**src/rtl/alu_req_server_pkg.sv**
```systemverilog
// Shared ALU opcode and SET-family codes plus the response-slot state type.
// The testbench and the CPU control unit use the same constants.
`default_nettype none

package alu_req_server_pkg;

  localparam logic [3:0] ALU_AND  = 4'd0;
  localparam logic [3:0] ALU_OR   = 4'd1;
  localparam logic [3:0] ALU_ADD  = 4'd2;
  localparam logic [3:0] ALU_SUB  = 4'd6;
  localparam logic [3:0] ALU_SET  = 4'd7;
  localparam logic [3:0] ALU_NOR  = 4'd12;
  localparam logic [3:0] ALU_NAND = 4'd13;

  localparam logic [2:0] BON_SLT = 3'd0;
  localparam logic [2:0] BON_SGT = 3'd1;
  localparam logic [2:0] BON_SLE = 3'd2;
  localparam logic [2:0] BON_SGE = 3'd3;
  localparam logic [2:0] BON_SNE = 3'd4;
  localparam logic [2:0] BON_SEQ = 3'd6;

  typedef enum logic {
    ST_EMPTY = 1'b0,
    ST_FULL  = 1'b1
  } rsp_state_t;

endpackage

`default_nettype wire

```
**src/rtl/alu_core.sv**
```systemverilog
// Combinational lab ALU: result, {zero, cout, overflow} and illegal-code flag.
`default_nettype none

module alu_core
  import alu_req_server_pkg::*;
#(
  parameter int WIDTH = 32
) (
  input  logic [WIDTH-1:0] src1,
  input  logic [WIDTH-1:0] src2,
  input  logic [3:0]       alu_control,
  input  logic [2:0]       bonus_control,
  output logic [WIDTH-1:0] result,
  output logic [2:0]       zcv,
  output logic             illegal
);

  localparam int MSB = WIDTH - 1;

  logic [WIDTH:0] add_full;
  logic [WIDTH:0] sub_full;
  logic           add_ovf;
  logic           sub_ovf;
  logic           lt;
  logic           eq;
  logic           cond;
  logic           cout;
  logic           ovf;

  assign add_full = {1'b0, src1} + {1'b0, src2};
  assign sub_full = {1'b0, src1} + {1'b0, ~src2} + {{WIDTH{1'b0}}, 1'b1};
  assign add_ovf  = (src1[MSB] == src2[MSB]) && (add_full[MSB] != src1[MSB]);
  assign sub_ovf  = (src1[MSB] != src2[MSB]) && (sub_full[MSB] != src1[MSB]);
  // Signed less-than stays correct even when the subtraction overflows.
  assign lt       = sub_full[MSB] ^ sub_ovf;
  assign eq       = (src1 == src2);

  always_comb begin
    result  = '0;
    cout    = 1'b0;
    ovf     = 1'b0;
    illegal = 1'b0;
    cond    = 1'b0;
    case (alu_control)
      ALU_AND:  result = src1 & src2;
      ALU_OR:   result = src1 | src2;
      ALU_NOR:  result = ~(src1 | src2);
      ALU_NAND: result = ~(src1 & src2);
      ALU_ADD: begin
        result = add_full[MSB:0];
        cout   = add_full[WIDTH];
        ovf    = add_ovf;
      end
      ALU_SUB: begin
        result = sub_full[MSB:0];
        cout   = sub_full[WIDTH];
        ovf    = sub_ovf;
      end
      ALU_SET: begin
        case (bonus_control)
          BON_SLT: cond = lt;
          BON_SGT: cond = !lt && !eq;
          BON_SLE: cond = lt || eq;
          BON_SGE: cond = !lt;
          BON_SNE: cond = !eq;
          BON_SEQ: cond = eq;
          default: illegal = 1'b1;
        endcase
        result = {{(WIDTH-1){1'b0}}, cond};
      end
      default: illegal = 1'b1;
    endcase
  end

  assign zcv = {(result == '0), cout, ovf};

endmodule

`default_nettype wire

```
**src/rtl/alu_req_server.sv**
```systemverilog
// Handshaked, registered ALU responder: one-entry output slot, latency 1,
// full throughput, plus a delivered-operation counter.
`default_nettype none

module alu_req_server
  import alu_req_server_pkg::*;
#(
  parameter int WIDTH = 32,
  parameter int CNT_W = 16
) (
  input  logic             clk,
  input  logic             rst_n,
  input  logic             req_valid,
  output logic             req_ready,
  input  logic [WIDTH-1:0] req_src1,
  input  logic [WIDTH-1:0] req_src2,
  input  logic [3:0]       req_alu_control,
  input  logic [2:0]       req_bonus_control,
  output logic             rsp_valid,
  input  logic             rsp_ready,
  output logic [WIDTH-1:0] rsp_result,
  output logic [2:0]       rsp_zcv,
  output logic             rsp_illegal,
  output logic [CNT_W-1:0] op_count
);

  rsp_state_t       state;
  rsp_state_t       state_next;
  logic             accept;
  logic             deliver;
  logic [WIDTH-1:0] core_result;
  logic [2:0]       core_zcv;
  logic             core_illegal;

  alu_core #(
    .WIDTH(WIDTH)
  ) u_core (
    .src1         (req_src1),
    .src2         (req_src2),
    .alu_control  (req_alu_control),
    .bonus_control(req_bonus_control),
    .result       (core_result),
    .zcv          (core_zcv),
    .illegal      (core_illegal)
  );

  // Ready depends only on slot state and the consumer, never on req_valid.
  assign req_ready = (state == ST_EMPTY) | rsp_ready;
  assign accept    = req_valid & req_ready;
  assign deliver   = (state == ST_FULL) & rsp_ready;
  assign rsp_valid = (state == ST_FULL);

  always_ff @(posedge clk or negedge rst_n) begin
    if (!rst_n) begin
      state <= ST_EMPTY;
    end else begin
      state <= state_next;
    end
  end

  always_comb begin
    state_next = state;
    case (state)
      ST_EMPTY: if (accept) state_next = ST_FULL;
      ST_FULL:  if (deliver && !accept) state_next = ST_EMPTY;
      default:  state_next = ST_EMPTY;
    endcase
  end

  always_ff @(posedge clk or negedge rst_n) begin
    if (!rst_n) begin
      rsp_result  <= '0;
      rsp_zcv     <= '0;
      rsp_illegal <= 1'b0;
    end else if (accept) begin
      rsp_result  <= core_result;
      rsp_zcv     <= core_zcv;
      rsp_illegal <= core_illegal;
    end
  end

  always_ff @(posedge clk or negedge rst_n) begin
    if (!rst_n) begin
      op_count <= '0;
    end else if (deliver) begin
      op_count <= op_count + 1'b1;
    end
  end

endmodule

`default_nettype wire
```
**config.mk**
```make
export PLATFORM = sky130hd
export DESIGN_NAME = alu_req_server
export DESIGN_NICKNAME = d
export VERILOG_FILES = /design/src/rtl/alu_req_server_pkg.sv /design/src/rtl/alu_core.sv /design/src/rtl/alu_req_server.sv
export SDC_FILE = /design/constraint.sdc
export NUM_CORES = 1
export LEC_CHECK = 0
export ABC_AREA = 1
export ABC_CLOCK_PERIOD_IN_PS = 2000
export BUFFER_PORTS_ARGS = -buffer_cell sky130_fd_sc_hd__clkbuf_2
export CELL_PAD_IN_SITES_DETAIL_PLACEMENT = 2
export CELL_PAD_IN_SITES_GLOBAL_PLACEMENT = 2
export CORE_MARGIN = 3
export CORE_UTILIZATION = 30
export DETAILED_ROUTE_END_ITERATION = 8
export HOLD_SLACK_MARGIN = 0.05
export PLACE_DENSITY_LB_ADDON = 0.1
export SLEW_MARGIN = 10
export SYNTH_ARGS = -nofsm -noshare
export SYNTH_HDL_FRONTEND = slang
export SYNTH_SLANG_ARGS = --single-unit
```
**constraint.sdc**
```tcl
create_clock -name clk -period 2 [get_ports clk]
set_clock_uncertainty 0.05 [all_clocks]
set_input_delay 0.6 -clock clk [delete_from_list [all_inputs] [get_ports clk]]
set_output_delay 0.6 -clock clk [all_outputs]
set_load 0.02 [all_outputs]
```
==> results of run 1 <==
[per-stage QoR]
| stage | setup slack (ps) | utilization [%] | TNS [ps] |
|---|---|---|---|
| floorplan | -985 | - | -4730 |
| global placement | -1440 | 45.5 | -29660 |
| detailed placement | -1830 | 45.5 | -35760 |
[cells by family after synthesis]
kind of cell,after synthesis,share of synthesized area (%)
buffers and inverters,365,16.3
AND/OR/NAND/NOR,951,43.4
AO/OA/AOI/OAI,162,10.3
adder cells (fa/ha/maj),100,13.9
XOR/XNOR,17,1.63
flip-flops,53,14.5
==> key figures, run 1 <==
Synth
  • Synthesized area per cell: 5.54 um2
  • Async S/R FF share, synth: 100%
  • Yosys cell types: 40
  • Most used DFF post-synth: dfrtp_1
  • Top cell type's share of synthesized area: 23.7%
  • Top cell type by total area after synthesis: nand2_1
  • Post-synth EDFFs: 0
  • FF+latch count, synth: 53
  • Most numerous cell in the Yosys netlist: nand2_1
  • Top post-synthesis cells by count: 576 x nand2_1, 312 x inv_1, 153 x nor2_1
  • Share of the yosys chip area belonging to registers: 14.5%
  • Syn Nets: 1823
  • Synth Warn #: 0
  • Largest cells by area after synthesis: nand2_1 24%, dfrtp_1 15%, ha_1 13%, inv_1 13%, nand3_1 7.7%
  • Mapped cell area: 9140 um2
  • Post-Synthesis Cells: 1648

Clock network
  • CTS Buf Count: 5
  • Clock tree root buffer cell: clkbuf_16
  • CTS H-tree lvls: 2
  • Post-CTS Setup Bufs: 79
  • Clock Path Buffers: 2
  • Resized Gates After CTS: 430
  • Clock sink count: 53
  • CTS Hold Buffers Added: 0

Place
  • Hpwl dp: 47.5 mm
  • Number of port buffers: 128
  • Placed Instance Area: 13600 um2
  • RD Place Congestion: 0.927
  • Dpl cells: 2494

Die
  • Starting Density: 30.7%
  • Num ports: 129
  • Die X: 181 um
  • Core Rows: 63
  • Die Span Y: 181 um

Outcome
  • Error msg: [ERROR DPL-0033] detailed placement checks failed during check placement.
  • Failed at: 4_1_cts
  • Status: stopped before the end
==> inputs of run 2 (changes only) <==
CELL_PAD_IN_SITES_DETAIL_PLACEMENT = not set   (was 2)
CELL_PAD_IN_SITES_GLOBAL_PLACEMENT = not set   (was 2)
CORE_UTILIZATION = 20   (was 30)
HOLD_SLACK_MARGIN = not set   (was 0.05)
PLACE_DENSITY_LB_ADDON = 0.15   (was 0.1)
==> run 2 against run 1 <==
Against the previous run:
- the flow now finishes, with violations (negative setup slack)
- synthesized cell count unchanged
- synthesized area is the same
==> key figures, run 2 <==
Setup path
  • CP most frequent cell: nand2_2
  • Worst Setup SP: req_src1[8]
  • CP startpoint kind: primary input
  • R2r worst-path depth: 9
  • Worst reg2reg startpoint: rsp_valid
  • Delay-heaviest family, CP: simple AND/OR/NAND/NOR gates
  • R2R setup slack: 240 ps
  • Reg-to-reg endpoint: op_count[15]
  • Slowest cell on crit path: fa_2
  • Slowest stage delay, CP: 360 ps
  • Worst-path fanout max: 4
  • Crit end category: flop
  • Worst Path Buf+Inv: 3
  • Crit path DAT: 3120 ps
  • Kind of critical path: in -> reg
  • Worst EP required: 2180 ps

Synth
  • Syn Nets: 1823 (unchanged)
  • Largest cells by area after synthesis: nand2_1 24%, dfrtp_1 15%, ha_1 13%, inv_1 13%, nand3_1 7.7%
  • Top cell type's share of synthesized area: 23.7% (unchanged)
  • FF+latch count, synth: 53 (unchanged)
  • Synthesized area per cell: 5.54 um2 (unchanged)
  • Mapped cell area: 9140 um2 (unchanged)
  • Synth Warn #: 0 (unchanged)
  • Most numerous cell in the Yosys netlist: nand2_1
  • Most used DFF post-synth: dfrtp_1
  • Top cell type by total area after synthesis: nand2_1
  • Post-synth EDFFs: 0 (unchanged)
  • Share of the yosys chip area belonging to registers: 14.5% (unchanged)
  • Top post-synthesis cells by count: 576 x nand2_1, 312 x inv_1, 153 x nor2_1
  • Async S/R FF share, synth: 100% (unchanged)
  • Yosys cell types: 40 (unchanged)
  • Post-Synthesis Cells: 1648 (unchanged)

Detailed routing
  • Post-Route WL: 43.2 mm
  • DRC: 0
  • Antenna viol nets, final: 0
  • WL/cell: 15.7 um
  • Vias: 11800
  • DR vias/cell: 4.28
  • Pre-Repair DR Iteration Count: 5
  • Drt first-iter violations: 569

Clock network
  • Reg clk slew, reported paths: 70 ps
  • CTS Hold Buffers Added: 0 (unchanged)
  • Clock Path Buffers: 2 (unchanged)
  • CTS H-tree lvls: 2 (unchanged)
  • Clock Latency Late Sink: 280 ps
  • CTS Buf Count: 5 (unchanged)
  • TritonCTS clock tree: done
  • Clock tree root buffer cell: clkbuf_16
  • Clock sink count: 53 (unchanged)

GRT
  • First-pass GRT wire length: 65.7 mm
  • GRT Resource Usage Total: 17.5%
  • Initial antenna violation count: 5
  • Congestion Overflow GR: 0
  • Vias in the first global route: 11600
  • Largest net degree at the start of global routing: 54

STA
  • Fin. Hold Viols: 0
  • RSZ-0062 raised after global routing: true
  • Period minus WS final: 2940 ps
  • Fin Hold WS: 248 ps
  • Rel. slew slack: 62.2%
  • Slew Viols, Final: 0
  • FMAX: 340 MHz
  • Final Cycle Share: 147%
  • Setup WS post-layout: -938 ps
  • Worst-Margin Slew: 565 ps
  • Final setup vio count: 33

Place
  • Dpl cells: 2683 (+7.6%)
  • RD Place Congestion: 0.861 (-7.1%)
  • Hpwl dp: 36.7 mm (-23%)
  • Number of port buffers: 128 (unchanged)

Die
  • Starting Density: 20.4% (-10 points)
  • Die Span Y: 220 um (+22%)
  • Core Area: 44700 um2
  • Core Rows: 77 (+22%)
  • Die X: 220 um (+22%)
  • Num ports: 129 (unchanged)
  • Die area: 48300 um2

Outcome
  • Failing checks: negative setup slack
  • Status: finished, violations left

Power and ir drop
  • P_leak: 8.89 nW
  • Maximum vdd ir drop: 0.543 mV
  • Power Dens Cells: 414 nW/um2

Cells and area
  • Final Net Count: 2337
  • Most frequent cells in the layout: 412 x nand2_1, 351 x buf_4, 230 x inv_1
  • Most common cell after layout, fill and taps aside: nand2_1
  • Fin util: 37.3%
  • Top Registers: rsp_result x32, op_count x16, rsp_zcv x3
  • Top reg by flops: rsp_result
  • Non-Filler Instances: 2756
  • Number of fillers in the final layout: 4882
  • Largest register FFs: 32
  • Fraction of layout cells with a size suffix above 1: 49.2%
  • Layout area overhead: 82.7%

Job
  • Maximum Capacitance Violations: 0

Worst hold path
  • HP Class: in -> async
-- run 2: cell counts after synthesis --
No cell type changed its count.
-- run 2: where the power goes --
| part | switching [W] | internal, W | total, W |
|---|---|---|---|
| registers | 0.000138 | 0.00124 | 0.00138 |
| clock network | 0.000395 | 0.000538 | 0.000933 |
| logic | 0.00255 | 0.00205 | 0.00460 |
| total | 0.00309 | 0.00382 | 0.00691 |
-- run 2: worst max-delay path by stage --
| stage | slack (ps) | cells after the start | to |
|---|---|---|---|
| floorplan | -980 | 29 | rsp_zcv[2] |
| global placement | -1560 | 25 | rsp_zcv[2] |
| detailed placement | -1480 | 27 | rsp_zcv[2] |
| CTS | -980 | 27 | rsp_zcv[2] |
| global route | -1190 | 24 | rsp_zcv[2] |
| finish | -940 | 27 | rsp_zcv[2] |
-- run 2: worst reg2reg max path, stage by stage, from the launching register on --
cell and delay, ps:
dfrtp_1 380, nand2_1 80, inv_1 70, nand4_1 100
inv_1 100, nand4_1 100, or3_4 380, nor3_4 150
nand3_1 120, xnor2_1 140
-- run 2: logic make-up after synthesis --
kind of cell | share of synthesized area [%]
buffers and inverters | 16.3
XOR/XNOR | 1.63
AO/OA/AOI/OAI | 10.3
flip-flops | 14.5
adder cells (fa/ha/maj) | 13.9
AND/OR/NAND/NOR | 43.4
-- run 2: layer usage --
metal / vias to the layer above / wire, um / track usage [%] / part of all wire, %
li1: 6101 / - / - / -
met1: 5458 / 20600 / 24.5 / 48
met2: 203 / 20100 / 29.6 / 47
met3: 33 / 1820 / 1.71 / 4.2
met4: 4 / 617 / 3.11 / 1.4
met5: - / 24 / 0 / 0.056
-- run 2: timing repair --
item	CTS	global route
gates resized for setup	271	350
setup buffers	56	46
pin swaps	98	166
setup endpoints to repair	33	34
-- run 2: final cells by class --
type                       count  area, um2  area share, %
clock buffer                   7        153          0.914
multi-input combinational   1230       8610           51.6
antenna                        1       2.50         0.0150
sequential                    53       1330           7.94
timing repair buffer         555       4560           27.3
clock inverter                 1       8.76         0.0525
inverter                     317       1290           7.73
tap                          592        741           4.44
-- run 2: per-stage QoR --
| step | setup WS, ps | power, W | area, um2 | setup TNS (ps) |
|---|---|---|---|---|
| 2_1_floorplan | -985 | 0.00335 | 9870 | -4730 |
| 3_3_place_gp | -1560 | 0.00507 | 13800 | -29680 |
| 3_5_place_dp | -1480 | 0.00508 | 13800 | -29810 |
| 4_1_cts | -980 | 0.00648 | 15200 | -13360 |
| 5_1_grt | -1190 | 0.00744 | 16700 | -21390 |
| 6_report | -938 | 0.00691 | 16700 | -18050 |
Power figures use the tool's default switching activity.
